[config.mk]
export PLATFORM = sky130hd
export DESIGN_NAME = bht_port_sched
export DESIGN_NICKNAME = d
export VERILOG_FILES = /design/src/rtl/bht_port_sched.sv
export SDC_FILE = /design/constraint.sdc
export NUM_CORES = 1
export LEC_CHECK = 0
export ABC_CLOCK_PERIOD_IN_PS = 2300
export BUFFER_PORTS_ARGS = -buffer_cell sky130_fd_sc_hd__buf_4
export CAP_MARGIN = 20
export CORE_ASPECT_RATIO = 0.9
export CORE_MARGIN = 5
export CORE_UTILIZATION = 49
export CTS_CLUSTER_DIAMETER = 40
export DETAILED_ROUTE_END_ITERATION = 10
export GPL_TIMING_DRIVEN = 0
export PLACE_DENSITY = 0.76
export SKIP_CTS_REPAIR_TIMING = 1
export SLEW_MARGIN = 0
export SYNTH_ARGS = -nofsm -noshare
export SYNTH_HDL_FRONTEND = slang
export SYNTH_SLANG_ARGS = --single-unit
[constraint.sdc]
create_clock -name clk -period 2.3 [get_ports clk]
set_clock_uncertainty 0.15 [all_clocks]
set_input_delay 0 -clock clk [delete_from_list [all_inputs] [get_ports clk]]
set_output_delay 0 -clock clk [all_outputs]
set_load 0.005 [all_outputs]
[src/rtl/bht_port_sched.sv]
// -----------------------------------------------------------------------------
// bht_port_sched
//   Owns the single read/write port of a bimodal branch history table of 2-bit
//   saturating counters. After reset it writes weakly-taken (2'b10) into every
//   entry, one entry per cycle. It then grants the port each cycle to exactly
//   one of:
//     - a queued counter update (always chosen when the queue is full),
//     - a lane-0 lookup,
//     - a lane-1 lookup,
//     - a queued counter update (when nothing else is pending).
//
// Ports
//   clk, rst                  clock, synchronous active-high reset
//   lk0_valid/pc/ready        lane-0 prediction lookup (ready = granted now)
//   lk1_valid/pc/ready        lane-1 prediction lookup
//   rsp_valid/lane/taken/ctr  lookup response, one cycle after the grant
//   upd_valid/pc/ctr/taken    resolved-branch update offered by execute
//   upd_ready                 update queue can accept this cycle
//   bht_req/we/idx/wdata      table port; bht_rdata returns one cycle after a read
//   init_done                 table initialised, lookups/updates being served
// -----------------------------------------------------------------------------
module bht_port_sched #(
    parameter int IDX_W  = 12,
    parameter int PC_W   = 14,
    parameter int QDEPTH = 4
) (
    input  logic             clk,
    input  logic             rst,
    input  logic             lk0_valid,
    input  logic [PC_W-1:0]  lk0_pc,
    output logic             lk0_ready,
    input  logic             lk1_valid,
    input  logic [PC_W-1:0]  lk1_pc,
    output logic             lk1_ready,
    output logic             rsp_valid,
    output logic             rsp_lane,
    output logic             rsp_taken,
    output logic [1:0]       rsp_ctr,
    input  logic             upd_valid,
    input  logic [PC_W-1:0]  upd_pc,
    input  logic [1:0]       upd_ctr,
    input  logic             upd_taken,
    output logic             upd_ready,
    output logic             bht_req,
    output logic             bht_we,
    output logic [IDX_W-1:0] bht_idx,
    output logic [1:0]       bht_wdata,
    input  logic [1:0]       bht_rdata,
    output logic             init_done
);

    localparam int PTR_W = $clog2(QDEPTH);
    localparam int CNT_W = PTR_W + 1;

    typedef enum logic [0:0] {
        ST_INIT = 1'b0,
        ST_RUN  = 1'b1
    } state_t;

    state_t             state_r;
    state_t             state_s;
    logic [IDX_W-1:0]   init_ptr_r;
    logic [IDX_W-1:0]   fifo_idx_r [QDEPTH];
    logic [1:0]         fifo_ctr_r [QDEPTH];
    logic [PTR_W-1:0]   wr_ptr_r;
    logic [PTR_W-1:0]   rd_ptr_r;
    logic [CNT_W-1:0]   count_r;
    logic               rsp_valid_r;
    logic               rsp_lane_r;
    logic               init_done_r;
    logic               full_s;
    logic               empty_s;
    logic               push_s;
    logic               pop_s;
    logic               grant0_s;
    logic               grant1_s;
    logic               unused_pc_bits_s;

    // Table index taken from the word-aligned part of a PC.
    function automatic logic [IDX_W-1:0] pc_idx(input logic [PC_W-1:0] pc);
        return pc[IDX_W+1:2];
    endfunction

    // Two-bit saturating counter step.
    function automatic logic [1:0] sat_next(input logic [1:0] ctr, input logic taken);
        logic [1:0] res;
        case ({taken, ctr})
            3'b1_00:         res = 2'b01;
            3'b1_01:         res = 2'b10;
            3'b1_10, 3'b1_11: res = 2'b11;
            3'b0_11:         res = 2'b10;
            3'b0_10:         res = 2'b01;
            3'b0_01, 3'b0_00: res = 2'b00;
            default:         res = 2'b10;
        endcase
        return res;
    endfunction

    // Only the index bits of the PCs matter; fold the rest away explicitly.
    assign unused_pc_bits_s = ^{lk0_pc, lk1_pc, upd_pc};

    assign full_s  = (count_r == CNT_W'(QDEPTH));
    assign empty_s = (count_r == {CNT_W{1'b0}});

    // Queue acceptance only looks at registered occupancy, so a same-cycle pop
    // of a full queue does not open a slot.
    assign upd_ready = !rst && (state_r == ST_RUN) && !full_s;
    assign push_s    = upd_valid && upd_ready;

    assign lk0_ready = grant0_s;
    assign lk1_ready = grant1_s;
    assign rsp_valid = rsp_valid_r;
    assign rsp_lane  = rsp_lane_r;
    assign rsp_ctr   = rsp_valid_r ? bht_rdata : 2'b00;
    assign rsp_taken = rsp_ctr[1];
    assign init_done = init_done_r;

    // Next state, port arbitration and table port drive; port stays quiet in reset.
    always_comb begin
        state_s   = state_r;
        grant0_s  = 1'b0;
        grant1_s  = 1'b0;
        pop_s     = 1'b0;
        bht_req   = 1'b0;
        bht_we    = 1'b0;
        bht_idx   = {IDX_W{1'b0}};
        bht_wdata = 2'b00;
        if (rst) begin
            state_s = ST_INIT;
        end else begin
            case (state_r)
                ST_INIT: begin
                    bht_req   = 1'b1;
                    bht_we    = 1'b1;
                    bht_idx   = init_ptr_r;
                    bht_wdata = 2'b10;
                    if (init_ptr_r == {IDX_W{1'b1}}) begin
                        state_s = ST_RUN;
                    end else begin
                        state_s = ST_INIT;
                    end
                end
                ST_RUN: begin
                    // A full queue overrides lookups so updates always drain.
                    if (full_s) begin
                        pop_s = 1'b1;
                    end else if (lk0_valid) begin
                        grant0_s = 1'b1;
                    end else if (lk1_valid) begin
                        grant1_s = 1'b1;
                    end else if (!empty_s) begin
                        pop_s = 1'b1;
                    end else begin
                        pop_s = 1'b0;
                    end

                    if (pop_s) begin
                        bht_req   = 1'b1;
                        bht_we    = 1'b1;
                        bht_idx   = fifo_idx_r[rd_ptr_r];
                        bht_wdata = fifo_ctr_r[rd_ptr_r];
                    end else if (grant0_s) begin
                        bht_req = 1'b1;
                        bht_idx = pc_idx(lk0_pc);
                    end else if (grant1_s) begin
                        bht_req = 1'b1;
                        bht_idx = pc_idx(lk1_pc);
                    end else begin
                        bht_req = 1'b0;
                    end
                end
                default: begin
                    state_s = ST_INIT;
                end
            endcase
        end
    end

    // State, init walk, queue pointers/occupancy and response tracking.
    always_ff @(posedge clk) begin
        if (rst) begin
            state_r     <= ST_INIT;
            init_ptr_r  <= {IDX_W{1'b0}};
            wr_ptr_r    <= {PTR_W{1'b0}};
            rd_ptr_r    <= {PTR_W{1'b0}};
            count_r     <= {CNT_W{1'b0}};
            rsp_valid_r <= 1'b0;
            rsp_lane_r  <= 1'b0;
            init_done_r <= 1'b0;
        end else begin
            state_r     <= state_s;
            init_done_r <= (state_s == ST_RUN);
            rsp_valid_r <= grant0_s || grant1_s;
            rsp_lane_r  <= grant1_s;
            if (state_r == ST_INIT) begin
                init_ptr_r <= init_ptr_r + IDX_W'(1);
            end
            if (push_s) begin
                wr_ptr_r <= wr_ptr_r + PTR_W'(1);
            end
            if (pop_s) begin
                rd_ptr_r <= rd_ptr_r + PTR_W'(1);
            end
            case ({push_s, pop_s})
                2'b10:   count_r <= count_r + CNT_W'(1);
                2'b01:   count_r <= count_r - CNT_W'(1);
                default: count_r <= count_r;
            endcase
        end
    end

    // Queue storage: target index and the already-saturated counter value.
    always_ff @(posedge clk) begin
        if (push_s) begin
            fifo_idx_r[wr_ptr_r] <= pc_idx(upd_pc);
            fifo_ctr_r[wr_ptr_r] <= sat_next(upd_ctr, upd_taken);
        end
    end

endmodule

* Word-level counts from Yosys, hierarchy flattened
Memories as Yosys holds them, arrays and structs flattened. A register that Yosys moved wholly into a read port is not among the register bits.
Cells that the tools add are included.
Widths: inputs -> output; s select.
** Word-level totals
- Bits in registers :: 22
- Memory bits (writable) :: 56
- ROM bits :: 16
- Bits of input ports :: 52
- Output and inout port bits :: 25
- Word-level logic and storage cells :: 76
- Memories kept :: 3
** Cells by class
- $add $sub $neg :: 5
- Equal/unequal tests :: 4
- Multiplexer cells :: 48
- Bitwise gates (word level) :: 1
- Reductions and logical operators :: 8
** Memories
- fifo_idx_r :: words 4, width 12, rd ports 1, clocked after memory_dff 1, wr ports 1, RTL line 63 : logic [IDX_W-1:0] fifo_idx_r [QDEPTH];
- (name not given) :: words 8, width 2, rd ports 1, clocked after memory_dff 0, wr ports 0, RTL line 87 : case ({taken, ctr})
- fifo_ctr_r :: words 4, width 2, rd ports 1, clocked after memory_dff 1, wr ports 1, RTL line 64 : logic [1:0] fifo_ctr_r [QDEPTH];
** Operators with widths (count)
- $mux 12 :: 4
- $mux 1 :: 31
- $pmux 12 s2 :: 1
- $mux 2 :: 8
- $add 12x1->12 const B :: 1
- $eq 12x12->1 const B :: 1
- $pmux 3 s2 :: 1
- $add 2x1->2 const B :: 2
- $pmux 1 s2 :: 2
- $pmux 2 s2 :: 1
- $add 3x1->3 const B :: 1
- $eq 3x3->1 const B :: 1
- $logic_and 1x1->1 :: 3
- $logic_not 3->1 :: 1
- $sub 3x1->3 const B :: 1
- $eq 2x1->1 const B :: 1
- $eq 2x2->1 const B :: 1
- $logic_not 1->1 :: 2
- $reduce_bool 2->1 :: 1
- $logic_or 1x1->1 :: 1
- $not 1->1 :: 1

* Logic depth before layout (Yosys ltp)
Gate-level depths: netlist of the first run.
- Word-level depth :: 11
- Mapped depth :: 9
- Gate-level depth less buffers :: 9

* Worst setup path before layout of the first run
Ideal clock, no wire load.
- Kind :: register to register
- Start :: reg count_r[0]
- End :: reg count_r[2]
- Setup time :: 0.071 ns
- Data arrival time :: 2.092 ns
- Required time :: 2.079 ns
- Setup slack :: -0.013 ns
- Cell stages (with the launch flop) :: 10
- Buffers on the path :: 0
- Period minus slack after synthesis :: 2.313 ns
- Cell sequence :: dfxtp_1 -> nor3b_2 -> a21oi_2 -> nor2_1 -> ha_1 -> inv_1 -> fa_1 -> xor2_1 -> or3_1 -> a21oi_1
** On the way
- Cells in the longest elaborated chain, start to end :: 11
- Elaborated cells on any way between the ends :: 19
- Classes of those cells :: add/sub (2); eq/ne (3); mux (9); reduce/logical (5)
** Ends and longest elaborated chain
- start, declared :: RTL line 67 : logic [CNT_W-1:0] count_r;
- start signal, assigned :: RTL line 186 : count_r <= {CNT_W{1'b0}};
- start signal, assigned :: RTL line 205 : 2'b10: count_r <= count_r + CNT_W'(1);
- start signal, assigned :: RTL line 206 : 2'b01: count_r <= count_r - CNT_W'(1);
- $logic_not 3->1 :: RTL line 103 : assign empty_s = (count_r == {CNT_W{1'b0}});
- $mux 1 :: RTL line 151 : end else if (!empty_s) begin
- $mux 1 :: RTL line 149 : end else if (lk1_valid) begin
- $mux 1 :: RTL line 147 : end else if (lk0_valid) begin
- $mux 1 * :: RTL line 145 : if (full_s) begin
- $mux 1 * :: RTL line 131 : case (state_r)
- $mux 1 * :: RTL line 128 : if (rst) begin
- $mux 1 * :: RTL line 131
- $mux 1 * :: RTL line 128
- named net pop_s :: RTL line 74 : logic pop_s;
- $eq 2x1->1 or $eq 2x2->1 (tied branches) :: RTL line 204 : case ({push_s, pop_s})
- $pmux 3 s2 or $reduce_bool 2->1 (tied branches)
Mark *: on every way through the listed nets, which the timed path passes. The rest lies on a longest branch. The select of a mux whose other input is x is not followed.
A chain may end at the register's enable or synchronous reset.

* Worst setup path after layout of the first run
- Start :: reg count_r[1]
- End :: reg count_r[2]
The elaborated chain is that of the path after synthesis.

==> results.rst, run 1 <==
.. list-table::
   :header-rows: 1

   * - Metric
     - Value
   * - Setup-violating endpoint count in the final report
     - 0
   * - Worst hold-check slack
     - 137 ps
   * - Proportion of power drawn by combinational gates
     - 0.061
   * - Number of cells on the worst reg-to-reg path
     - 9
   * - Number of antenna violations at the first check in global routing
     - 0
   * - First-iteration detailed-routing DRC count
     - 115
   * - Synthesis-to-layout area growth
     - 31.3%
   * - Remaining global-route overflow
     - 0
   * - Post-synthesis average cell area
     - 13.3 µm²
   * - Worst hold-check path type
     - in -> out
   * - Height of the chip
     - 91.1 µm
   * - Share of synthesized area occupied by flip-flops and latches
     - 0.604
   * - Maximum vdd ir drop
     - 320 µV
   * - Switching share of total power
     - 0.231
   * - Initial cell density of the core
     - 0.506
   * - Crit path required time
     - 2430 ps
   * - Synth Flop Type
     - sky130_fd_sc_hd__edfxtp_1
   * - Slew at the pin with the worst max-slew slack
     - between 700 and 800 ps
   * - Root Buffer
     - sky130_fd_sc_hd__clkbuf_8
   * - Leakage dissipation
     - roughly 1.7 nW
   * - Worst hold endpoint
     - rsp_ctr[0]
   * - CTS max path bufs
     - 2
   * - Routability congestion estimate
     - 0.883
   * - Number of placed instances with taps included
     - 433
   * - Minimum clock period
     - 2290 ps
   * - First-pass DRT Iterations
     - 4
   * - Status
     - finished, final reports clean
   * - Number of design rule violations left after detail routing
     - 0
   * - Clock tree from TritonCTS
     - done
   * - Fraction of power consumed by the clock network
     - 0.356
   * - Clock latency of the later-clocked register in the worst-skew pair
     - approximately 350 ps
   * - Max Clock Freq
     - 0.437 GHz
   * - Share of flip-flops with an asynchronous set or reset after synthesis
     - 0
   * - Largest fanout on the critical path
     - 5
   * - Antenna viol nets, final
     - 0
   * - Critical path arrival
     - 2420 ps
   * - Hold Path Stages
     - 3
   * - Via count of the first global-routing pass
     - 2,493
   * - Worst setup path category
     - reg -> reg
   * - Number of input and output port buffers inserted
     - 70
   * - Max-slew violations
     - 0
   * - Worst r2r dst
     - count_r[2]$_SDFFE_PP0P_
   * - HPWL after detailed placement
     - ~5600 µm
   * - Fin cells
     - between 400 and 500
   * - Core Box Area
     - 7080 µm²
   * - Level count of the clock H-tree
     - 3
   * - Max transition margin
     - 0.532
   * - Pint
     - 2.04 mW
   * - Critical path endpoint category
     - flip-flop
   * - Number of distinct library cell variants in the gate-level netlist after synthesis
     - between 40 and 50
   * - Die Outline Area
     - 9120 µm²
   * - Nature of the critical path startpoint
     - flip-flop
   * - Routed vias/inst
     - around 5.4
   * - Via count of the routed design
     - 2,568
   * - Launching element of the worst setup path
     - count_r[1]$_SDFFE_PP0P_
   * - Antenna fix cells
     - 0
   * - Post-synthesis instance area
     - roughly 3600 µm²
   * - Portion of the clock cycle consumed by the worst path in the final layout
     - 0.995
   * - Number of flops mapped to enable cells by yosys
     - 56
   * - HP Start
     - bht_rdata[0]
   * - Reg2reg setup slack
     - 10 ps
   * - Clock-pin transition on the worst setup and hold timing paths
     - 90 ps
   * - Number of instances in the synthesized netlist
     - 270
   * - Setup repair after global routing missed its margin
     - yes
   * - Overall track demand over capacity in global routing
     - 0.174
   * - DP Worst Slack
     - -132 ps
   * - Number of max-capacitance violations reported
     - 0
   * - Clk sinks
     - 80
   * - Sum of routed wire length over all layers
     - 8070 µm
   * - Number of flip-flops and latches in the synthesized netlist
     - 80
   * - Drt wl/cell
     - 17.1 µm
   * - Proportion of layout cells with a drive suffix above 1
     - 0.340
   * - Clock buffers created by TritonCTS
     - 9
   * - I/O pin count
     - just under 80
   * - Net count after synthesis
     - 329
   * - Reg power frac
     - 0.582
   * - Wire length of the first global-routing pass
     - 12,300 µm
   * - Power spent charging and discharging nets
     - approximately 0.61 mW
   * - Yosys warnings
     - 0
   * - Worst Slack Setup Final
     - 12.0 ps
   * - Chip Width
     - 100 µm
   * - Largest net degree at the start of global routing
     - 16
   * - Fillers
     - ~550
   * - Final hold violations
     - 0
   * - Start of the worst register-to-register path
     - count_r[1]$_SDFFE_PP0P_
   * - Row Count
     - 29
   * - Power density normalized to cell area
     - about 560 nW/µm²
   * - Post-layout net count
     - 433
[registers in the layout, summed over array words and instances, names as in the netlist, named ones only]
signal and flops:
rsp_lane 1, rsp_valid 1, wr_ptr_r 2, count_r 3
fifo_idx_r 48, rd_ptr_r 2, init_done 1, init_ptr_r 12
fifo_ctr_r 8
[routing by layer]
layer	share of wire	track usage	up-vias
met5	0	0	-
met4	0.011	0.0842	0
met3	0.077	0.0368	8
met2	0.49	0.274	87
met1	0.43	0.231	1246
li1	-	-	1227
[synthesized netlist by cell type (4+ instances only)]
library cell               instances  share of area
sky130_fd_sc_hd__edfxtp_1         56           0.47
sky130_fd_sc_hd__nor2_1           32          0.034
sky130_fd_sc_hd__dfxtp_1          24           0.13
sky130_fd_sc_hd__nand2_1          17          0.018
sky130_fd_sc_hd__mux4_2           14          0.088
sky130_fd_sc_hd__a211oi_1         11          0.023
sky130_fd_sc_hd__a21oi_1          11          0.015
sky130_fd_sc_hd__a221oi_1         10          0.024
sky130_fd_sc_hd__xor2_1            8          0.020
sky130_fd_sc_hd__inv_1             7         0.0073
sky130_fd_sc_hd__and3_1            6          0.010
sky130_fd_sc_hd__ha_1              6          0.021
sky130_fd_sc_hd__nand3_1           6         0.0084
sky130_fd_sc_hd__nor3_1            5         0.0070
sky130_fd_sc_hd__xnor2_1           5          0.012
sky130_fd_sc_hd__nor2b_1           4         0.0070
[area by class of cell]
type | instances | area [µm²] | share of cell area
multi-input combinational | 170 | 1380 | 0.293
tap | 93 | 116 | 0.0248
clock inverter | 7 | 52.6 | 0.0112
buffer | 13 | 81.3 | 0.0173
inverter | 7 | 26.3 | 0.00559
clock buffer | 9 | 124 | 0.0264
timing repair buffer | 93 | 751 | 0.160
sequential | 80 | 2170 | 0.462
[worst max-delay path, cell delays in order, from the launching register on]
cell	delay (ps)
sky130_fd_sc_hd__dfxtp_4	370
sky130_fd_sc_hd__nor3b_4	310
sky130_fd_sc_hd__a21oi_4	80
sky130_fd_sc_hd__nor2_4	120
sky130_fd_sc_hd__ha_4	140
sky130_fd_sc_hd__inv_1	40
sky130_fd_sc_hd__fa_1	360
sky130_fd_sc_hd__xor2_1	170
sky130_fd_sc_hd__or3_1	340
sky130_fd_sc_hd__a21oi_2	120
[placed cells by master, fill, tap and decap left out, types with 3 or more instances in the layout]
master | Yosys | layout
sky130_fd_sc_hd__a211oi_1 | 11 | 11
sky130_fd_sc_hd__a21oi_1 | 11 | 10
sky130_fd_sc_hd__a221oi_1 | 10 | 10
sky130_fd_sc_hd__and2_1 | 3 | 3
sky130_fd_sc_hd__and3_1 | 6 | 3
sky130_fd_sc_hd__and3_2 | 1 | 4
sky130_fd_sc_hd__buf_1 | 3 | 3
sky130_fd_sc_hd__buf_4 | 2 | 74
sky130_fd_sc_hd__buf_6 | 2 | 3
sky130_fd_sc_hd__clkbuf_1 | 3 | 3
sky130_fd_sc_hd__clkbuf_8 | 0 | 9
sky130_fd_sc_hd__dfxtp_1 | 24 | 21
sky130_fd_sc_hd__dlygate4sd3_1 | 0 | 21
sky130_fd_sc_hd__edfxtp_1 | 56 | 56
sky130_fd_sc_hd__ha_1 | 6 | 5
sky130_fd_sc_hd__inv_1 | 7 | 7
sky130_fd_sc_hd__inv_6 | 0 | 4
sky130_fd_sc_hd__mux4_2 | 14 | 14
sky130_fd_sc_hd__nand2_1 | 17 | 17
sky130_fd_sc_hd__nand3_1 | 6 | 5
sky130_fd_sc_hd__nor2_1 | 32 | 31
sky130_fd_sc_hd__nor2b_1 | 4 | 3
sky130_fd_sc_hd__nor3_1 | 5 | 5
sky130_fd_sc_hd__o21ai_0 | 3 | 3
sky130_fd_sc_hd__or3_1 | 3 | 3
sky130_fd_sc_hd__xnor2_1 | 5 | 5
sky130_fd_sc_hd__xor2_1 | 8 | 8
[cell families after synthesis]
kind of cell               count (synthesis)  share of synthesized area
xor gates and xnor gates                  13                     0.0318
DFF                                       80                      0.604
buffers and inverters                     20                     0.0283
adders and majority gates                  9                     0.0322
muxes                                     16                     0.0940
AOI/OAI and AO/OA                         41                     0.0821
and+or+nand+nor                           91                      0.128
[per-stage QoR]
stage / power [mW] / setup TNS, ps / instance area [µm²] / util
floorplan: 1.62 / 0 / 3590 / -
global placement: 1.71 / -97.2 / 4230 / 0.598
detailed placement: 1.71 / -132 / 4230 / 0.598
CTS: 2.65 / -167 / 4400 / 0.622
global route: 2.76 / -29.8 / 4700 / 0.664
finish: 2.65 / 0 / 4700 / 0.664
[how the worst max path moves through the flow]
| stage | end | slack (ps) | cells past startpoint |
|---|---|---|---|
| 2_1_floorplan | count_r[2]$_SDFFE_PP0P_ | 20 | 8 |
| 3_3_place_gp | count_r[2]$_SDFFE_PP0P_ | -100 | 9 |
| 3_5_place_dp | count_r[2]$_SDFFE_PP0P_ | -130 | 9 |
| 4_1_cts | count_r[2]$_SDFFE_PP0P_ | -150 | 9 |
| 5_1_grt | count_r[2]$_SDFFE_PP0P_ | -30 | 9 |
| 6_report | count_r[2]$_SDFFE_PP0P_ | 10 | 9 |
[power by group through the flow]
| stage | combinational (mW) | sequential [mW] | clock [mW] |
|---|---|---|---|
| after floorplan | 0.0405 | 1.58 | 0 |
| after global placement | 0.127 | 1.58 | 0 |
| after detailed placement | 0.133 | 1.58 | 0 |
| after CTS | 0.133 | 1.55 | 0.966 |
| after global routing | 0.176 | 1.55 | 1.04 |
| final | 0.163 | 1.54 | 0.946 |
No activity file was read; power rests on OpenSTA's default activity.
==> run 2, diff against run 1 <==
CELL_PAD_IN_SITES_DETAIL_PLACEMENT = 1   (was default)
CELL_PAD_IN_SITES_GLOBAL_PLACEMENT = 1   (was default)
CORE_UTILIZATION = 39   (was 49)
PLACE_DENSITY = default   (was 0.76)
PLACE_DENSITY_LB_ADDON = 0.1   (was default)
==> results.rst, run 2 (synthesis gave the netlist of run 1 again) <==
.. list-table::
   :header-rows: 1

   * - Metric
     - Value
   * - Status
     - finished, final reports clean
   * - Start of the worst register-to-register path
     - count_r[1]$_SDFFE_PP0P_
   * - Hold Path Stages
     - 3
   * - Critical path endpoint category
     - flip-flop
   * - Clock-pin transition on the worst setup and hold timing paths
     - 80 ps
   * - Minimum clock period
     - 2290 ps
   * - Initial cell density of the core
     - 0.396
   * - Critical path arrival
     - around 2400 ps
   * - Remaining global-route overflow
     - 0
   * - First-pass DRT Iterations
     - 4
   * - Clock latency of the later-clocked register in the worst-skew pair
     - 350 ps
   * - Number of antenna violations at the first check in global routing
     - 0
   * - Drt wl/cell
     - between 15 and 20 µm
   * - Register containing the most flip-flops in the final layout
     - fifo_idx_r
   * - Proportion of layout cells with a drive suffix above 1
     - 0.350
   * - Most common cell after layout, fill and taps aside
     - sky130_fd_sc_hd__buf_4
   * - Clock tree from TritonCTS
     - done
   * - Power density normalized to cell area
     - 565 nW/µm²
   * - Final hold violations
     - 0
   * - Worst r2r dst
     - count_r[2]$_SDFFE_PP0P_
   * - CTS max path bufs
     - 2
   * - Largest register FFs
     - 48
   * - Worst hold-check path type
     - in -> out
   * - Number of placed instances with taps included
     - 462
   * - Core Box Area
     - 9040 µm²
   * - Number of cells on the worst reg-to-reg path
     - 9
   * - HPWL after detailed placement
     - approximately 6200 µm
   * - Leakage dissipation
     - between 1.5 and 2 nW
   * - Maximum vdd ir drop
     - 404 µV
   * - Total power draw
     - 2.69 mW
   * - Nature of the critical path startpoint
     - flip-flop
   * - Number of design rule violations left after detail routing
     - 0
   * - Clock buffers created by TritonCTS
     - 9
   * - Reg power frac
     - 0.575
   * - Max Clock Freq
     - ~0.44 GHz
   * - Number of max-capacitance violations reported
     - 0
   * - Via count of the first global-routing pass
     - around 2,600
   * - Max-slew violations
     - 0
   * - Post-layout net count
     - 437
   * - Reg2reg setup slack
     - about 6.0 ps
   * - I/O pin count
     - 77
   * - Antenna fix cells
     - 0
   * - Clk sinks
     - 80
   * - Fraction of power consumed by the clock network
     - 0.364
   * - Slew at the pin with the worst max-slew slack
     - 730 ps
   * - CP Capture Point
     - count_r[2]$_SDFFE_PP0P_
   * - Via count of the routed design
     - 2,535
   * - Routed vias/inst
     - 5.02
   * - First-iteration detailed-routing DRC count
     - 102
   * - Largest fanout on the critical path
     - 6
   * - Root Buffer
     - sky130_fd_sc_hd__clkbuf_8
   * - Largest net degree at the start of global routing
     - 17
   * - Proportion of power drawn by combinational gates
     - 0.061
   * - Chip Width
     - 111 µm
   * - Wire length of the first global-routing pass
     - around 14,000 µm
   * - Commonest cells after routing, fill and taps aside
     - 77 x sky130_fd_sc_hd__buf_4, 56 x sky130_fd_sc_hd__edfxtp_1, 31 x sky130_fd_sc_hd__nor2_1
   * - Height of the chip
     - 101 µm
   * - Synthesis-to-layout area growth
     - 32.9%
   * - Antenna viol nets, final
     - 0
   * - Power spent charging and discharging nets
     - 0.637 mW
   * - Overall track demand over capacity in global routing
     - 0.160
   * - Leading registers by flop count
     - fifo_idx_r x48, init_ptr_r x12, fifo_ctr_r x8
   * - Fin cells
     - 505
   * - Setup-violating endpoint count in the final report
     - 0
   * - Switching share of total power
     - 0.237
   * - Portion of the clock cycle consumed by the worst path in the final layout
     - 0.997
   * - Sum of routed wire length over all layers
     - 8850 µm
   * - Number of input and output port buffers inserted
     - 70
   * - Crit path required time
     - 2430 ps
   * - Row Count
     - 33
   * - Max transition margin
     - 0.513
   * - Worst setup path category
     - reg -> reg
   * - Routability congestion estimate
     - about 0.76
   * - Level count of the clock H-tree
     - 3
   * - Launching element of the worst setup path
     - count_r[1]$_SDFFE_PP0P_
   * - Setup repair after global routing missed its margin
     - yes
   * - Pint
     - 2.05 mW
   * - Die Outline Area
     - 11,200 µm²
run 2: cell count changes in the layout (fill, tap and decap cells not counted), sizes merged:
cell         before  now
buf              82   85
clkinv            2    3
clkinvlp          1    0
dlygate4sd3      21   22
run 2: layout make-up:
| type | instances | area, µm² |
|---|---|---|
| inverter | 7 | 26.3 |
| sequential | 80 | 2170 |
| buffer | 13 | 86.3 |
| clock buffer | 9 | 124 |
| fill | 921 | 4280 |
| multi-input combinational | 170 | 1360 |
| timing repair buffer | 97 | 783 |
| tap | 122 | 153 |
| clock inverter | 7 | 60.1 |
run 2: power by group through the flow:
stage               sequential (mW)  combinational, mW  clock [mW]
floorplan                      1.58             0.0405           0
global placement               1.58              0.132           0
detailed placement             1.58              0.135           0
CTS                            1.55              0.136        1.01
global route                   1.55              0.178        1.08
finish                         1.55              0.164       0.977
run 2: worst min path at each step:
stage | from | to | slack [ps]
finish | bht_rdata[0] | rsp_ctr[0] | 130
floorplan | upd_pc[2] | fifo_idx_r[0][0]$_DFFE_PP_ | -50
CTS | upd_pc[3] | fifo_idx_r[3][1]$_DFFE_PP_ | -330
global placement | upd_pc[2] | fifo_idx_r[3][0]$_DFFE_PP_ | 50
global route | bht_rdata[0] | rsp_ctr[0] | 140
detailed placement | upd_pc[10] | fifo_idx_r[0][8]$_DFFE_PP_ | 50
run 2: worst max-delay path, stage by stage, from the launching register on:
cell and delay, ps:
sky130_fd_sc_hd__dfxtp_4 370, sky130_fd_sc_hd__nor3b_4 370, sky130_fd_sc_hd__a21oi_4 70, sky130_fd_sc_hd__nor2_2 100, sky130_fd_sc_hd__ha_2 180, sky130_fd_sc_hd__inv_1 50
sky130_fd_sc_hd__fa_2 330, sky130_fd_sc_hd__xor2_1 150, sky130_fd_sc_hd__or3_1 300, sky130_fd_sc_hd__a21oi_1 140
run 2: metrics by stage:
stage / hold WS (ps) / setup slack, ps / utilization / area, µm² / TNS [ps]
floorplan: -51.1 / 23.6 / - / 3590 / 0
global placement: 52.3 / -145 / 0.472 / 4260 / -185
detailed placement: 54.0 / -168 / 0.472 / 4260 / -278
CTS: -330 / -215 / 0.492 / 4450 / -363
global route: 144 / -109 / 0.526 / 4760 / -109
finish: 129 / 5.99 / 0.526 / 4760 / 0
run 2: layer usage:
| metal | share of wire | GRT usage | routed length [µm] |
|---|---|---|---|
| met2 | 0.48 | 0.259 | 4240 |
| met3 | 0.046 | 0.0474 | 405 |
| met4 | 0.011 | 0.0455 | 94 |
| met1 | 0.46 | 0.211 | 4110 |
| met5 | 0 | 0 | 0 |
